$ cat src/rtl/bf_dot_seq_if.sv
// bf_dot_seq_if
//   Groups every bus of the bfloat16 dot-product sequencer into one bundle.
//   The command, operand, MAC and result signals all live here.
//   The slave modport is the sequencer's view of the bundle.
//   The master modport is the view of the surrounding logic: the operand
//   source, the MAC and the result consumer.
//
//   Ports (sequencer view):
//     start, vec_len                 in   command: begin a vector of vec_len pairs
//     busy                           out  sequencer not idle
//     op_a, op_b, op_valid           in   bf16 operand pair stream
//     op_ready                       out  operand pair accepted on valid & ready
//     mac_in_1, mac_in_2             out  registered operands to the MAC
//     mac_en, mac_clr                out  MAC accumulate strobe / accumulator clear
//     mac_acc                        in   MAC accumulator value
//     res_data, res_valid            out  bf16 dot product
//     res_ready                      in   result consumer ready
interface bf_dot_seq_if #(
  parameter int LEN_W = 8
);
  logic             start;
  logic [LEN_W-1:0] vec_len;
  logic             busy;
  logic [15:0]      op_a;
  logic [15:0]      op_b;
  logic             op_valid;
  logic             op_ready;
  logic [15:0]      mac_in_1;
  logic [15:0]      mac_in_2;
  logic             mac_en;
  logic             mac_clr;
  logic [15:0]      mac_acc;
  logic [15:0]      res_data;
  logic             res_valid;
  logic             res_ready;

  modport master (
    output start, vec_len, op_a, op_b, op_valid, mac_acc, res_ready,
    input  busy, op_ready, mac_in_1, mac_in_2, mac_en, mac_clr, res_data, res_valid
  );

  modport slave (
    input  start, vec_len, op_a, op_b, op_valid, mac_acc, res_ready,
    output busy, op_ready, mac_in_1, mac_in_2, mac_en, mac_clr, res_data, res_valid
  );
endinterface

$ cat src/rtl/bf_dot_seq.sv
// bf_dot_seq
//   Upstream sequencer for a bfloat16 MAC. It runs one vector at a time:
//     1. Clear the MAC accumulator.
//     2. Feed each operand pair to the MAC with a single-cycle mac_en.
//     3. Wait for the MAC to settle.
//     4. Hold the accumulator value on a valid/ready result port.
//   This block does no arithmetic. The result is the mac_acc value, bit for bit.
//
//   Parameters:
//     LEN_W    width of vec_len and the beat counter
//     MAC_LAT  MAC latency from mac_en high to mac_acc updated (>= 1)
//
//   Ports:
//     clk   in  clock, rising edge
//     rst   in  synchronous reset, active low
//     bus   --  bf_dot_seq_if.slave (command, operand, MAC and result signals)
module bf_dot_seq #(
  parameter int LEN_W   = 8,
  parameter int MAC_LAT = 1
) (
  input  logic         clk,
  input  logic         rst,
  bf_dot_seq_if.slave  bus
);

  localparam int WAIT_W = $clog2(MAC_LAT + 1) + 1;

  typedef enum logic [2:0] {
    IDLE,
    CLEAR,
    FEED,
    DRAIN,
    OUT
  } state_t;

  state_t            state;
  state_t            next_state;
  logic [LEN_W-1:0]  len;
  logic [LEN_W-1:0]  cnt;
  logic [WAIT_W-1:0] wait_cnt;
  logic              handshake;
  logic              last_beat;
  logic              drain_done;

  // op_ready is a function of the state alone, so a handshake is just
  // op_valid seen while feeding.
  always_comb begin
    handshake  = (state == FEED) && bus.op_valid;
    last_beat  = handshake && (cnt == len - LEN_W'(1));
    drain_done = (state == DRAIN) && (wait_cnt == WAIT_W'(MAC_LAT));
  end

  always_ff @(posedge clk) begin
    if (!rst) begin
      state <= IDLE;
    end else begin
      state <= next_state;
    end
  end

  // Next-state logic. All status and strobe outputs except mac_en are
  // decoded from the current state.
  always_comb begin
    next_state    = state;
    bus.busy      = (state != IDLE);
    bus.op_ready  = (state == FEED);
    bus.mac_clr   = (state == CLEAR);
    bus.res_valid = (state == OUT);
    case (state)
      IDLE: begin
        // A zero-length vector has a zero dot product.
        // It goes straight to OUT and leaves the MAC untouched.
        if (bus.start) begin
          next_state = (bus.vec_len != '0) ? CLEAR : OUT;
        end
      end
      CLEAR: next_state = FEED;
      FEED: begin
        if (last_beat) begin
          next_state = DRAIN;
        end
      end
      DRAIN: begin
        if (drain_done) begin
          next_state = OUT;
        end
      end
      OUT: begin
        if (bus.res_ready) begin
          next_state = IDLE;
        end
      end
      default: next_state = IDLE;
    endcase
  end

  // Datapath registers.
  // - mac_en is the registered handshake. Each accepted pair therefore gives
  //   exactly one strobe, one cycle later, together with its operands.
  // - DRAIN lasts MAC_LAT+1 cycles. That covers the last mac_en plus the MAC
  //   latency before mac_acc is captured.
  always_ff @(posedge clk) begin
    if (!rst) begin
      bus.mac_in_1 <= 16'h0000;
      bus.mac_in_2 <= 16'h0000;
      bus.mac_en   <= 1'b0;
      bus.res_data <= 16'h0000;
      len          <= '0;
      cnt          <= '0;
      wait_cnt     <= '0;
    end else begin
      bus.mac_en <= handshake;
      if (handshake) begin
        bus.mac_in_1 <= bus.op_a;
        bus.mac_in_2 <= bus.op_b;
        cnt          <= cnt + LEN_W'(1);
      end
      case (state)
        IDLE: begin
          if (bus.start) begin
            len <= bus.vec_len;
            cnt <= '0;
            if (bus.vec_len == '0) begin
              bus.res_data <= 16'h0000;
            end
          end
        end
        FEED: begin
          if (last_beat) begin
            wait_cnt <= '0;
          end
        end
        DRAIN: begin
          if (drain_done) begin
            bus.res_data <= bus.mac_acc;
          end else begin
            wait_cnt <= wait_cnt + WAIT_W'(1);
          end
        end
        default: ;
      endcase
    end
  end

endmodule
$ cat src/flat_wrapper.sv
// flat-port wrapper written by rule: the top's interface ports become plain ports
module bf_dot_seq_flat 
#(
  parameter int LEN_W   = 8,
  parameter int MAC_LAT = 1
)
  (clk, rst, bus_start, bus_vec_len, bus_op_a, bus_op_b, bus_op_valid, bus_mac_acc, bus_res_ready, bus_busy, bus_op_ready, bus_mac_in_1, bus_mac_in_2, bus_mac_en, bus_mac_clr, bus_res_data, bus_res_valid);
  bf_dot_seq_if #(.LEN_W(LEN_W)) bus_i ();
  input  logic clk;
  input  logic rst;
  input wire logic [$bits(bus_i.start)-1:0] bus_start;
  input wire logic [$bits(bus_i.vec_len)-1:0] bus_vec_len;
  input wire logic [$bits(bus_i.op_a)-1:0] bus_op_a;
  input wire logic [$bits(bus_i.op_b)-1:0] bus_op_b;
  input wire logic [$bits(bus_i.op_valid)-1:0] bus_op_valid;
  input wire logic [$bits(bus_i.mac_acc)-1:0] bus_mac_acc;
  input wire logic [$bits(bus_i.res_ready)-1:0] bus_res_ready;
  output wire logic [$bits(bus_i.busy)-1:0] bus_busy;
  output wire logic [$bits(bus_i.op_ready)-1:0] bus_op_ready;
  output wire logic [$bits(bus_i.mac_in_1)-1:0] bus_mac_in_1;
  output wire logic [$bits(bus_i.mac_in_2)-1:0] bus_mac_in_2;
  output wire logic [$bits(bus_i.mac_en)-1:0] bus_mac_en;
  output wire logic [$bits(bus_i.mac_clr)-1:0] bus_mac_clr;
  output wire logic [$bits(bus_i.res_data)-1:0] bus_res_data;
  output wire logic [$bits(bus_i.res_valid)-1:0] bus_res_valid;
  assign bus_i.start = bus_start;
  assign bus_i.vec_len = bus_vec_len;
  assign bus_i.op_a = bus_op_a;
  assign bus_i.op_b = bus_op_b;
  assign bus_i.op_valid = bus_op_valid;
  assign bus_i.mac_acc = bus_mac_acc;
  assign bus_i.res_ready = bus_res_ready;
  assign bus_busy = bus_i.busy;
  assign bus_op_ready = bus_i.op_ready;
  assign bus_mac_in_1 = bus_i.mac_in_1;
  assign bus_mac_in_2 = bus_i.mac_in_2;
  assign bus_mac_en = bus_i.mac_en;
  assign bus_mac_clr = bus_i.mac_clr;
  assign bus_res_data = bus_i.res_data;
  assign bus_res_valid = bus_i.res_valid;
  bf_dot_seq #(.LEN_W(LEN_W), .MAC_LAT(MAC_LAT)) u_core (.clk(clk), .rst(rst), .bus(bus_i));
endmodule
$ cat config.mk
export PLATFORM = sky130hd
export DESIGN_NAME = bf_dot_seq_flat
export DESIGN_NICKNAME = d
export VERILOG_FILES = /design/src/rtl/bf_dot_seq_if.sv /design/src/rtl/bf_dot_seq.sv /design/src/flat_wrapper.sv
export SDC_FILE = /design/constraint.sdc
export NUM_CORES = 1
export LEC_CHECK = 0
export BUFFER_PORTS_ARGS = -buffer_cell sky130_fd_sc_hd__buf_2
export CAP_MARGIN = 20
export CORE_MARGIN = 2
export CORE_UTILIZATION = 36
export DETAILED_ROUTE_END_ITERATION = 16
export PLACE_DENSITY = 0.65
export SLEW_MARGIN = 30
export SYNTH_ARGS = -nofsm -noshare
export SYNTH_HDL_FRONTEND = slang
export SYNTH_SLANG_ARGS = --single-unit
$ cat constraint.sdc
create_clock -name clk -period 2 [get_ports clk]
set_input_delay 0.4 -clock clk [delete_from_list [all_inputs] [get_ports clk]]
set_output_delay 0.4 -clock clk [all_outputs]
set_load 0.01 [all_outputs]
==> impl_metrics.json <==
{
  "yosysTopAreaCellShare_pct": 47.1,
  "worst_clock_skew_ns": 0.00704,
  "post_cts_buffers": 0,
  "core_sq_um": 8130,
  "worstPathCellList": "or4_4 > o221a_1 > nor4_4 > or3_1 > a21oi_1",
  "path_delay_family": "simple AND/OR/NAND/NOR gates",
  "cts_made_buffers": 9,
  "cts_htree_levels": 3,
  "die_x_um": 95.0,
  "vias_per_cell": 4.85,
  "drc": 0,
  "syn_to_final_growth_pct": 33.5,
  "ir_drop_v": 0.000371,
  "ios": 114,
  "wl_met3_um": 263,
  "post-route-period-util_pct": 95.8,
  "track_usage_pct": 16.2,
  "finalHoldViolations": 0,
  "slowest_stage": "or4_4",
  "firstDrtPassIters": 6,
  "drive_gt1_share_pct": 32.1,
  "place.port_buffers": 113,
  "synth_area_per_cell_sq_um": 8.58,
  "cts-hold-fix-buffers": 0,
  "antenna_found_initial": 0,
  "root_buffer": "clkbuf_8",
  "yosysWarnings": 0,
  "post-dp-hpwl_mm": 5.10,
  "yosys-top-cells-area": "dfxtp_1 (47%), nand2_1 (11%), a21boi_0 (10%)",
  "dpl_cell_area_sq_um": 3680,
  "worstPathMaxFanout": 5,
  "setup_viol": 0,
  "synth.largest_area_cell": "dfxtp_1",
  "nets": 523,
  "status": "finished clean",
  "worstPathArrival_ns": 2.13,
  "die_y_um": 95.0,
  "ys_types": 38,
  "cts.path.max_buffers": 2,
  "yosysSeqAreaShare_pct": 47.1,
  "drv_slew": 0,
  "hold_path.class": "in2reg",
  "die_area_sq_um": 9020,
  "wl_met1_mm": 3.14,
  "cts_sinks": 70,
  "muxShareOfSynthArea_pct": 0,
  "cts_tree": "built",
  "grt_first_pass_wirelength_mm": 11.5,
  "wirelength_mm": 7.18,
  "rows": 33,
  "finalSetupTns_ns": 0,
  "synth_common_cells": "nand2_1 (89), dfxtp_1 (70), a21boi_0 (40)",
  "cp.required_ns": 2.21,
  "antenna_cells": 0,
  "fmax_mhz": 522,
  "syn_area_sq_um": 2980,
  "postCtsResizedCells": 0,
  "p_leak_nw": 1.68,
  "hold-worst-slack_ns": 0.295,
  "synth_top_family_by_area": "simple AND/OR/NAND/NOR gates",
  "start_util_pct": 36.6,
  "yosysMostFrequentCell": "nand2_1",
  "path_buf_inv": 0,
  "via_count": 2759,
  "max_slew.worst_pin.slew_ns": 0.526,
  "yosys.area_share.simple_pct": 24.9,
  "post_drt_wl_per_cell_um": 12.6,
  "synth-compound-area-share_pct": 18.5,
  "topRoutingLayerUsed": "met4",
  "grt_max_degree": 34,
  "synth_seq_cells": 70,
  "drtIter0Drc": 86,
  "crit_path_max_incr_delay_ns": 0.60,
  "placedCellCount": 553,
  "final_cells": 569,
  "slew_headroom_pct": 64.9,
  "wl_met2_mm": 3.71,
  "rsz0062_at_grt": "no",
  "fin_area_sq_um": 3980,
  "ant_nets": 0,
  "synth_edf_count": 0,
  "crit_type": "reg2reg",
  "synthXorXnorAreaFrac_pct": 4.71,
  "fin_crit_ns": 1.92,
  "p_per_area_nw_per_um2": 799,
  "grt_overflow": 0,
  "cap_violations": 0,
  "finalWeightedCongestion": 0.758,
  "grt_pass1_vias": 2524,
  "synth_nets": 411,
  "synthAdderAreaFrac_pct": 1.26,
  "clk_latency_ns": 0.34,
  "ys.flop_type": "dfxtp_1",
  "synthCells": 347,
  "clk_pin_slew_worst_paths_ns": 0.08,
  "cp-start-kind": "flip-flop",
  "async_flop_share_pct": 0,
  "endpoint_kind": "flip-flop",
  "finalPower_mw": 3.18
}
## metrics by stage
step | utilization, % | worst slack, ns
3_5_place_dp | 45.3 | 0.00921
2_1_floorplan | - | 0.194
6_report | 48.9 | 0.0841
5_1_grt | 48.9 | 0.00198
4_1_cts | 48.1 | 0.00122
3_3_place_gp | 45.3 | 0.115
## where the power goes
part           switching, mW  internal [mW]  leakage (nW)
Combinational          0.202          0.187         0.999
Clock                  0.570          0.745         0.113
Sequential            0.0389           1.44         0.567
## final timing paths
| kind | startpoint | endpoint | slack, ns | depth (start not counted) |
|---|---|---|---|---|
| max reg2reg | u_core.len[0] | u_core.state[0] | 0.08 | 5 |
| min reg2reg | u_core.bus.mac_in_1[0] | u_core.bus.mac_in_1[0] | 0.46 | 2 |
| max | u_core.len[0] | u_core.state[0] | 0.08 | 5 |
| min | bus_op_b[12] | u_core.bus.mac_in_2[12] | 0.29 | 3 |
## per-layer routing
| metal | vias to the layer above | global-route usage (%) |
|---|---|---|
| met4 | 0 | 5.80 |
| met1 | 1301 | 19.0 |
| met2 | 55 | 28.2 |
| met3 | 7 | 4.55 |
| li1 | 1396 | - |
| met5 | - | 0 |
## cells in the final DEF (no fill, tap or decap), types with 2 or more instances in the layout
cell type	synthesis	routed
nor2b_1	19	19
nor3_1	5	5
a22oi_1	16	16
inv_1	6	6
o21ba_2	2	2
nand3_1	2	2
nand2_1	89	89
o21a_1	2	2
a31oi_1	2	2
nand4_1	4	4
dfxtp_1	70	69
clkbuf_8	0	10
bufinv_16	0	2
o31a_1	2	2
clkinv_4	0	2
nor3b_1	3	2
nor4_4	0	4
xor2_1	8	8
a21boi_0	40	40
a21oi_1	3	3
buf_4	0	8
nand3b_1	2	2
ha_1	3	3
and2_1	4	4
buf_2	5	113
xnor2_1	8	8
nor2_1	17	17
and3_1	2	2
## state kept, by name, indices dropped and copies added, names as in the netlist
register / cells
u_core.bus.mac_in_1: 16
u_core.bus.mac_in_2: 16
u_core.len: 8
u_core.bus.mac_en: 1
u_core.wait_cnt: 2
u_core.cnt: 8
u_core.bus.res_data: 16
u_core.state: 3
## area by class of cell
| cell class | count | area, sq um |
|---|---|---|
| Fill cell | 808 | 4160 |
| Multi-Input combinational cell | 250 | 1540 |
| Sequential cell | 70 | 1400 |
| Timing Repair Buffer | 122 | 646 |
| Clock buffer | 10 | 138 |
| Tap cell | 105 | 131 |
| Clock inverter | 6 | 93.8 |
| Inverter | 6 | 22.5 |
## worst reg2reg max path: stages (launching register included)
cell and delay [ns]:
dfxtp_2 0.35, or4_4 0.60, o221a_1 0.30, nor4_4 0.33, or3_1 0.16, a21oi_1 0.06
## logic make-up (layout without fill, tap and decap cells)
| group | Yosys count | in the layout |
|---|---|---|
| simple gates | 158 | 158 |
| buf+inv | 27 | 144 |
| fa+ha+maj | 3 | 3 |
| compound gates | 73 | 73 |
| flops | 70 | 70 |
| xor+xnor | 16 | 16 |
Power figures use the tool's default switching activity.
